===== src/rtl/pc_npc_register.sv =====
// SPARC PC/nPC register pair with +4/+8 adders and a two-cycle trap-entry sequence.
// Optional build macro PC_MISALIGN_TRAP_EN: a misaligned nPC load raises Misalign and traps.
module pc_npc_register #(
   parameter logic [31:0] RESET_PC  = 32'h0000_0000,
   parameter logic [31:0] RESET_NPC = 32'h0000_0004
) (
   input  logic        Clk,
   input  logic        Reset_n,
   input  logic [31:0] nPC_In,
   input  logic        PC_Ld,
   input  logic        Trap_Req,
   input  logic [31:0] TBR_In,
   output logic [31:0] PC,
   output logic [31:0] nPC,
   output logic [31:0] Adder4_Out,
   output logic [31:0] Adder8_Out,
   output logic [31:0] Saved_PC,
   output logic [31:0] Saved_nPC,
   output logic        Save_Valid,
   output logic        Trap_Ack,
   output logic        Ready,
   output logic        Misalign
);

   // state      | meaning
   // ST_INIT    | one idle cycle after reset, PC/nPC held
   // ST_RUN     | normal operation, PC_Ld honoured
   // ST_TRAP_SAVE | capture PC/nPC into Saved_*
   // ST_TRAP_JUMP | redirect PC/nPC to TBR_In / TBR_In+4
   typedef enum logic [1:0] {
      ST_INIT      = 2'd0,
      ST_RUN       = 2'd1,
      ST_TRAP_SAVE = 2'd2,
      ST_TRAP_JUMP = 2'd3
   } state_t;

   state_t      r_state;
   state_t      w_state_nxt;
   logic [31:0] r_pc;
   logic [31:0] r_npc;
   logic [31:0] r_saved_pc;
   logic [31:0] r_saved_npc;
   logic [31:0] w_pc_nxt;
   logic [31:0] w_npc_nxt;
   logic [31:0] w_npc_load;
   logic        w_misalign_set;

`ifdef PC_MISALIGN_TRAP_EN
   logic r_misalign;

   assign w_npc_load     = nPC_In;
   assign w_misalign_set = (r_state == ST_RUN) && PC_Ld && (nPC_In[1:0] != 2'b00);

   always_ff @(posedge Clk or negedge Reset_n) begin
      if (!Reset_n) begin
         r_misalign <= 1'b0;
      end else if (w_misalign_set) begin
         r_misalign <= 1'b1;
      end
   end

   assign Misalign = r_misalign;
`else
   // Without the misalign trap, loads are silently word-aligned.
   assign w_npc_load     = nPC_In & 32'hFFFF_FFFC;
   assign w_misalign_set = 1'b0;
   assign Misalign       = 1'b0;
`endif

   always_ff @(posedge Clk or negedge Reset_n) begin
      if (!Reset_n) begin
         r_state <= ST_INIT;
         r_pc    <= RESET_PC;
         r_npc   <= RESET_NPC;
      end else begin
         r_state <= w_state_nxt;
         r_pc    <= w_pc_nxt;
         r_npc   <= w_npc_nxt;
      end
   end

   always_comb begin
      w_state_nxt = r_state;
      w_pc_nxt    = r_pc;
      w_npc_nxt   = r_npc;
      case (r_state)
         ST_INIT: begin
            w_state_nxt = ST_RUN;
         end
         ST_RUN: begin
            // Trap beats advance; a rejected misaligned load also traps.
            if (Trap_Req || w_misalign_set) begin
               w_state_nxt = ST_TRAP_SAVE;
            end else if (PC_Ld) begin
               w_pc_nxt  = r_npc;
               w_npc_nxt = w_npc_load;
            end
         end
         ST_TRAP_SAVE: begin
            w_state_nxt = ST_TRAP_JUMP;
         end
         ST_TRAP_JUMP: begin
            w_pc_nxt    = TBR_In;
            w_npc_nxt   = TBR_In + 32'd4;
            w_state_nxt = ST_RUN;
         end
         default: begin
            w_state_nxt = ST_INIT;
         end
      endcase
   end

   always_ff @(posedge Clk or negedge Reset_n) begin
      if (!Reset_n) begin
         r_saved_pc  <= 32'h0;
         r_saved_npc <= 32'h0;
      end else if (r_state == ST_TRAP_SAVE) begin
         r_saved_pc  <= r_pc;
         r_saved_npc <= r_npc;
      end
   end

   assign PC         = r_pc;
   assign nPC        = r_npc;
   assign Adder4_Out = r_npc + 32'd4;
   assign Adder8_Out = r_npc + 32'd8;
   assign Saved_PC   = r_saved_pc;
   assign Saved_nPC  = r_saved_npc;
   assign Save_Valid = (r_state == ST_TRAP_SAVE);
   assign Trap_Ack   = (r_state == ST_TRAP_JUMP);
   assign Ready      = (r_state == ST_RUN);

endmodule


===== config.mk =====
export PLATFORM = sky130hd
export DESIGN_NAME = pc_npc_register
export DESIGN_NICKNAME = d
export VERILOG_FILES = /design/src/rtl/pc_npc_register.sv
export SDC_FILE = /design/constraint.sdc
export NUM_CORES = 1
export LEC_CHECK = 0
export ABC_AREA = 1
export ABC_CLOCK_PERIOD_IN_PS = 2700
export BUFFER_PORTS_ARGS = -buffer_cell sky130_fd_sc_hd__buf_4
export CAP_MARGIN = 25
export CORE_MARGIN = 1
export CORE_UTILIZATION = 30
export DETAILED_ROUTE_END_ITERATION = 16
export MAX_ROUTING_LAYER = met4
export PLACE_DENSITY_LB_ADDON = 0.3
export SYNTH_ARGS = -nofsm -noshare
export SYNTH_HDL_FRONTEND = slang
export SYNTH_SLANG_ARGS = --single-unit

===== constraint.sdc =====
create_clock -name Clk -period 2.7 [get_ports Clk]
set_clock_uncertainty 0.2 [all_clocks]
set_input_delay 0.54 -clock Clk [delete_from_list [all_inputs] [get_ports Clk]]
set_output_delay 0.54 -clock Clk [all_outputs]
set_load 0.02 [all_outputs]

Word-level counts from Yosys, hierarchy flattened
Cells that the tools add are included.

storage, ports and cells
  flip-flop bits (word level) = 130
  bits of input ports = 68

cells by class
  add/subtract/negate cells = 3
  equality and inequality tests = 6
  muxes and demuxes = 8
  reductions and logical operators = 4

operators by type and width
  kind                                                             count
  32-bit 2-to-1 mux                                                4
  32-bit one-hot mux with 2 select lines                           2
  32-bit by 3-bit adder with 32-bit output, second input constant  2
  32-bit by 4-bit adder with 32-bit output, second input constant  1
  2-bit inequality test, second input constant                     3
  2-bit one-hot mux with 3 select lines                            1
  2-bit == test, second input constant                             2
  3-bit AND reduction                                              1
  2-bit by 1-bit == test with 1-bit output, second input constant  1
  2-bit logical NOT                                                1
  2-bit 2-to-1 mux                                                 1
  2-bit nonzero test                                               1
  2-bit OR reduction                                               1

Longest topological paths before layout
  depth in word-level cells = 3
  mapped depth = 10
  depth with buffers taken out = 10

Least setup slack after synthesis
OpenSTA, ideal clock, no wires.

  path type = reg2out
  start point = register r_npc[4] (netlist: nPC[4])
  end point = output Adder4_Out[11]
  data arrival time = 1.986 ns
  data required time = 1.960 ns
  setup slack = -0.026 ns
  stages on the path, launching flop included = 8
  buffers on the path = 0
  cell sequence = dfrtp_1 > ha_1 > inv_1 > nor2_4 > nand2_4 > xor2_1 > nor2_1 > a21oi_1

between the ends
  word-level cells in the longest chain between the ends = 1

ends and longest elaborated chain
  item                                      RTL line  text
  start, declared                           40        logic [31:0] r_npc;
  start signal, assigned                    78        r_npc <= w_npc_nxt;
  32-bit by 3-bit adder with 32-bit output  125       assign Adder4_Out = r_npc + 32'd4;
  end, declared                             15        output logic [31:0] Adder4_Out,

No other way between the ends.

Worst setup path in the final report
  start point = register r_npc[10] (netlist: nPC[10])
  end point = output Adder4_Out[20]

Same word-level chain as after synthesis.

==> impl_results.md <==
- Run status: complete, but fails checks
- Failing checks: setup timing
- WS Path Type: reg2out
- TritonCTS Buffers: 17
- Clock slew at reported path FFs: approximately 0.060 ns
- WP data required: between 1.5 and 2 ns
- Reg2Reg Depth: 10
- Fill cells: about 2,600
- Setup crit start: nPC[10]
- Largest net degree at the start of global routing: slightly below 90
- Die Height: 161 um
- DRC violations left: 0
- 1st-iter DRT viols: 569
- Final critical-path share of the clock period: 101%
- ANT nets after route: 0
- Switching power: a little over 8000 uW
- Root Driver: clkbuf_16
- Detailed placement HPWL: 23.0 mm
- Reg area: between 0.003 and 0.004 sq mm
- Non-filler instance count after layout: ~1,700
- Per-cell routed wire length: 17.8 um
- Seq cells post-synth: 130
- Number of flops mapped to enable cells by yosys: 0
- Reg2reg start: r_state[1]
- Post-synth top flop: dfrtp_1
- Initial antenna violation count: 2
- H-tree depth: 4
- Highest Clock Rate: 368 MHz
- Area Growth Syn to Fin: 48.2%
- Initial Utilization: a little under a third
- Ys Warns: 0
- Int Power: 8490 uW
- Combinational power share: a little over three fifths
- Fin util: a little under half
- Max clock buf depth: 2
- Clock Power Share: between 10% and 20%
- GRT Overall Usage: approximately a quarter
- CTS tree: built
- Share of power burned in registers: ~23%
- Layout cells sized above 1: 34.6%
- PwrDens: roughly 1500 mW/mm^2
- Total power: 16,700 uW
- PortBufs: between 200 and 300
- Critical Path AT: 1.98 ns
- Final setup margin: -0.0190 ns
- Synth async-reset ratio: 100%
- Vias: roughly 8,000
- RSZ-0062 raised after global routing: yes
- P_leak: around 0.0054 uW
- Final setup violation count: 3
- Post-synthesis cell type count: 40
- Post-Syn Instances: 1,044
- Core box area: roughly 0.025 sq mm
- Seq/Total Area, Yosys: between 40% and 50%
- Worst hold stages: 3
- Finished Cell Area: around 0.011 sq mm
- Hold Path End: nPC[4]
- Final WL: ~30 mm
- Worst VDD drop: 757 uV
- NumNets Final: between 1,000 and 1,500
- Crit path max fanout: 6
- Worst R2R Setup Slack: roughly 0.44 ns
- Sw Ratio: between 40% and 50%
- Routability congestion estimate: 0.969
- Placed cell area: between 0.01 and 0.015 sq mm
- Vias in the first global route: 7,489
- Syn avg cell area: 7.29 sq um
- Slew @ Worst Pin: 0.598 ns
- First-pass GRT wire length: ~44 mm
- Die area: 0.0260 sq mm
- Synthesized area: between 0.007 and 0.008 sq mm
- Worst R2R End: nPC[22]
- Worst Hold Launch: nPC_In[4]
- Drt via density: between 4 and 5
- Clock Latency Late Sink: between 0.4 and 0.5 ns
- Crit. End Element: primary output
- Fin crit period: ~2.7 ns
- Slew headroom: about 60%
- CTS Sinks: 130
- Setup TNS: -0.0338 ns
- Worst Setup Start Kind: flop
- Site Rows: 57
- Max Slew Vio Count: 0
- Placed Cells: 1,613
- Final Hold Vio Count: 0
- Die width: between 150 and 200 um
- Synthesized Nets: approximately 1,100
- Hold WC Path Type: in2reg
- Grt total ovfl: 0
- Io pins: 264
- Multi-input logic area: about 0.0040 sq mm
- Max-Cap Viols: 0
- Pre-antenna DRT Iters: 5
==> power by group through the flow <==
stage               combinational (uW)  sequential, uW  clock (uW)
CTS                              10100            3750        2560
global placement                  9770            3750           0
detailed placement                9840            3780           0
finish                           10500            3770        2510
floorplan                         4440            4800           0
global route                     11300            3890        2640
==> routing by layer <==
metal	vias to the layer above	wire length (um)	GRT usage (%)
met5	-	0	-
li1	3878	-	-
met3	43	1780	4.11
met4	0	740	8.45
met1	3818	12900	30.0
met2	287	14400	37.0
==> cell usage after synthesis, drive strengths merged, types with 2 or more instances <==
master,instances,area [sq um]
ha,7,87.6
a21oi,78,390
mux2,6,67.6
o211ai,5,37.5
a31oi,2,12.5
nor2,204,851
nand4,4,25.0
o21ai,68,348
nand2,249,960
and2,2,12.5
nand3b,2,15.0
xor2,49,437
o2bb2ai,2,17.5
buf,37,203
dfrtp,129,3230
a22oi,3,27.5
nand3,48,245
clkbuf,13,50.0
or2,2,12.5
inv,108,405
nor3,17,100
o21a,4,30.0
==> area by class of cell <==
| cell class | count | share of cell area, % |
|---|---|---|
| inverter | 109 | 3.63 |
| sequential | 130 | 29.1 |
| clock buffer | 17 | 3.77 |
| clock inverter | 15 | 1.74 |
| multi-input combinational | 755 | 35.7 |
| timing repair buffer | 323 | 22.5 |
| antenna | 2 | 0.0444 |
| tap | 324 | 3.59 |
==> placed cells by master, fill, tap and decap left out, types with 4 or more instances in the layout <==
master	synthesis	final
mux2_2	6	6
nor2_1	188	171
nor3_1	14	8
dfrtp_2	0	19
buf_6	0	8
inv_6	0	5
inv_2	4	5
xor2_2	1	7
o21ai_0	66	65
nor2_4	9	23
a21oi_1	78	78
buf_4	9	308
buf_12	0	6
nand3_1	47	43
nor2_2	7	10
o211ai_1	5	5
nand2_1	243	230
dfrtp_1	129	110
nand2_4	2	4
nor3_2	3	6
nand2_2	4	15
xor2_1	48	42
inv_1	104	103
nand4_1	4	4
o21a_1	4	4
clkbuf_16	0	17
==> cell families (layout without fill, tap and decap cells) <==
logic type	count (synthesis)	after routing	share of synthesized area, %
and+or+nand+nor	528	528	29.2
DFF	130	130	42.8
buffers and inverters	159	464	8.70
other	1	3	0.0493
muxes	6	6	0.888
xor gates and xnor gates	49	49	5.74
adders and majority gates	7	7	1.15
AOI/OAI and AO/OA	164	164	11.5
==> worst max-delay path by stage <==
stage                          end  slack, ns  cells after the start
global route        Adder4_Out[26]      -0.12                      7
floorplan           Adder4_Out[11]       0.10                      7
CTS                 Adder4_Out[19]      -0.02                      9
global placement    Adder8_Out[28]       0.15                      8
finish              Adder4_Out[20]      -0.02                      7
detailed placement  Adder8_Out[28]       0.16                      8
==> worst max-delay path, stage by stage (launching register included) <==
cell     delay [ns]
dfrtp_2        0.45
nand2_4        0.08
nor2_4         0.17
nand4_1        0.22
nor2_2         0.22
nand2_1        0.09
xor2_1         0.16
buf_4          0.17
==> timing repair <==
item                                    in CTS  in global routing
gates resized for setup                     41                 57
endpoints found under the setup margin      41                 37
hold buffers                                 1                  0
setup buffers                               10                 17
hold endpoints to repair                    59                  0
pin swaps                                    4                 19
==> stage by stage <==
stage	setup WS, ns	hold slack [ns]
floorplan	0.102	0.0444
global placement	0.153	0.294
CTS	-0.0195	0.157
finish	-0.0190	0.167
global route	-0.118	0.170
detailed placement	0.165	0.297
==> state kept, by name, summed over array words and instances, names as in the netlist <==
| name | flops |
|---|---|
| Saved_nPC | 32 |
| Saved_PC | 32 |
| r_state | 2 |
| PC | 32 |
| nPC | 32 |
Power figures use the tool's default switching activity.
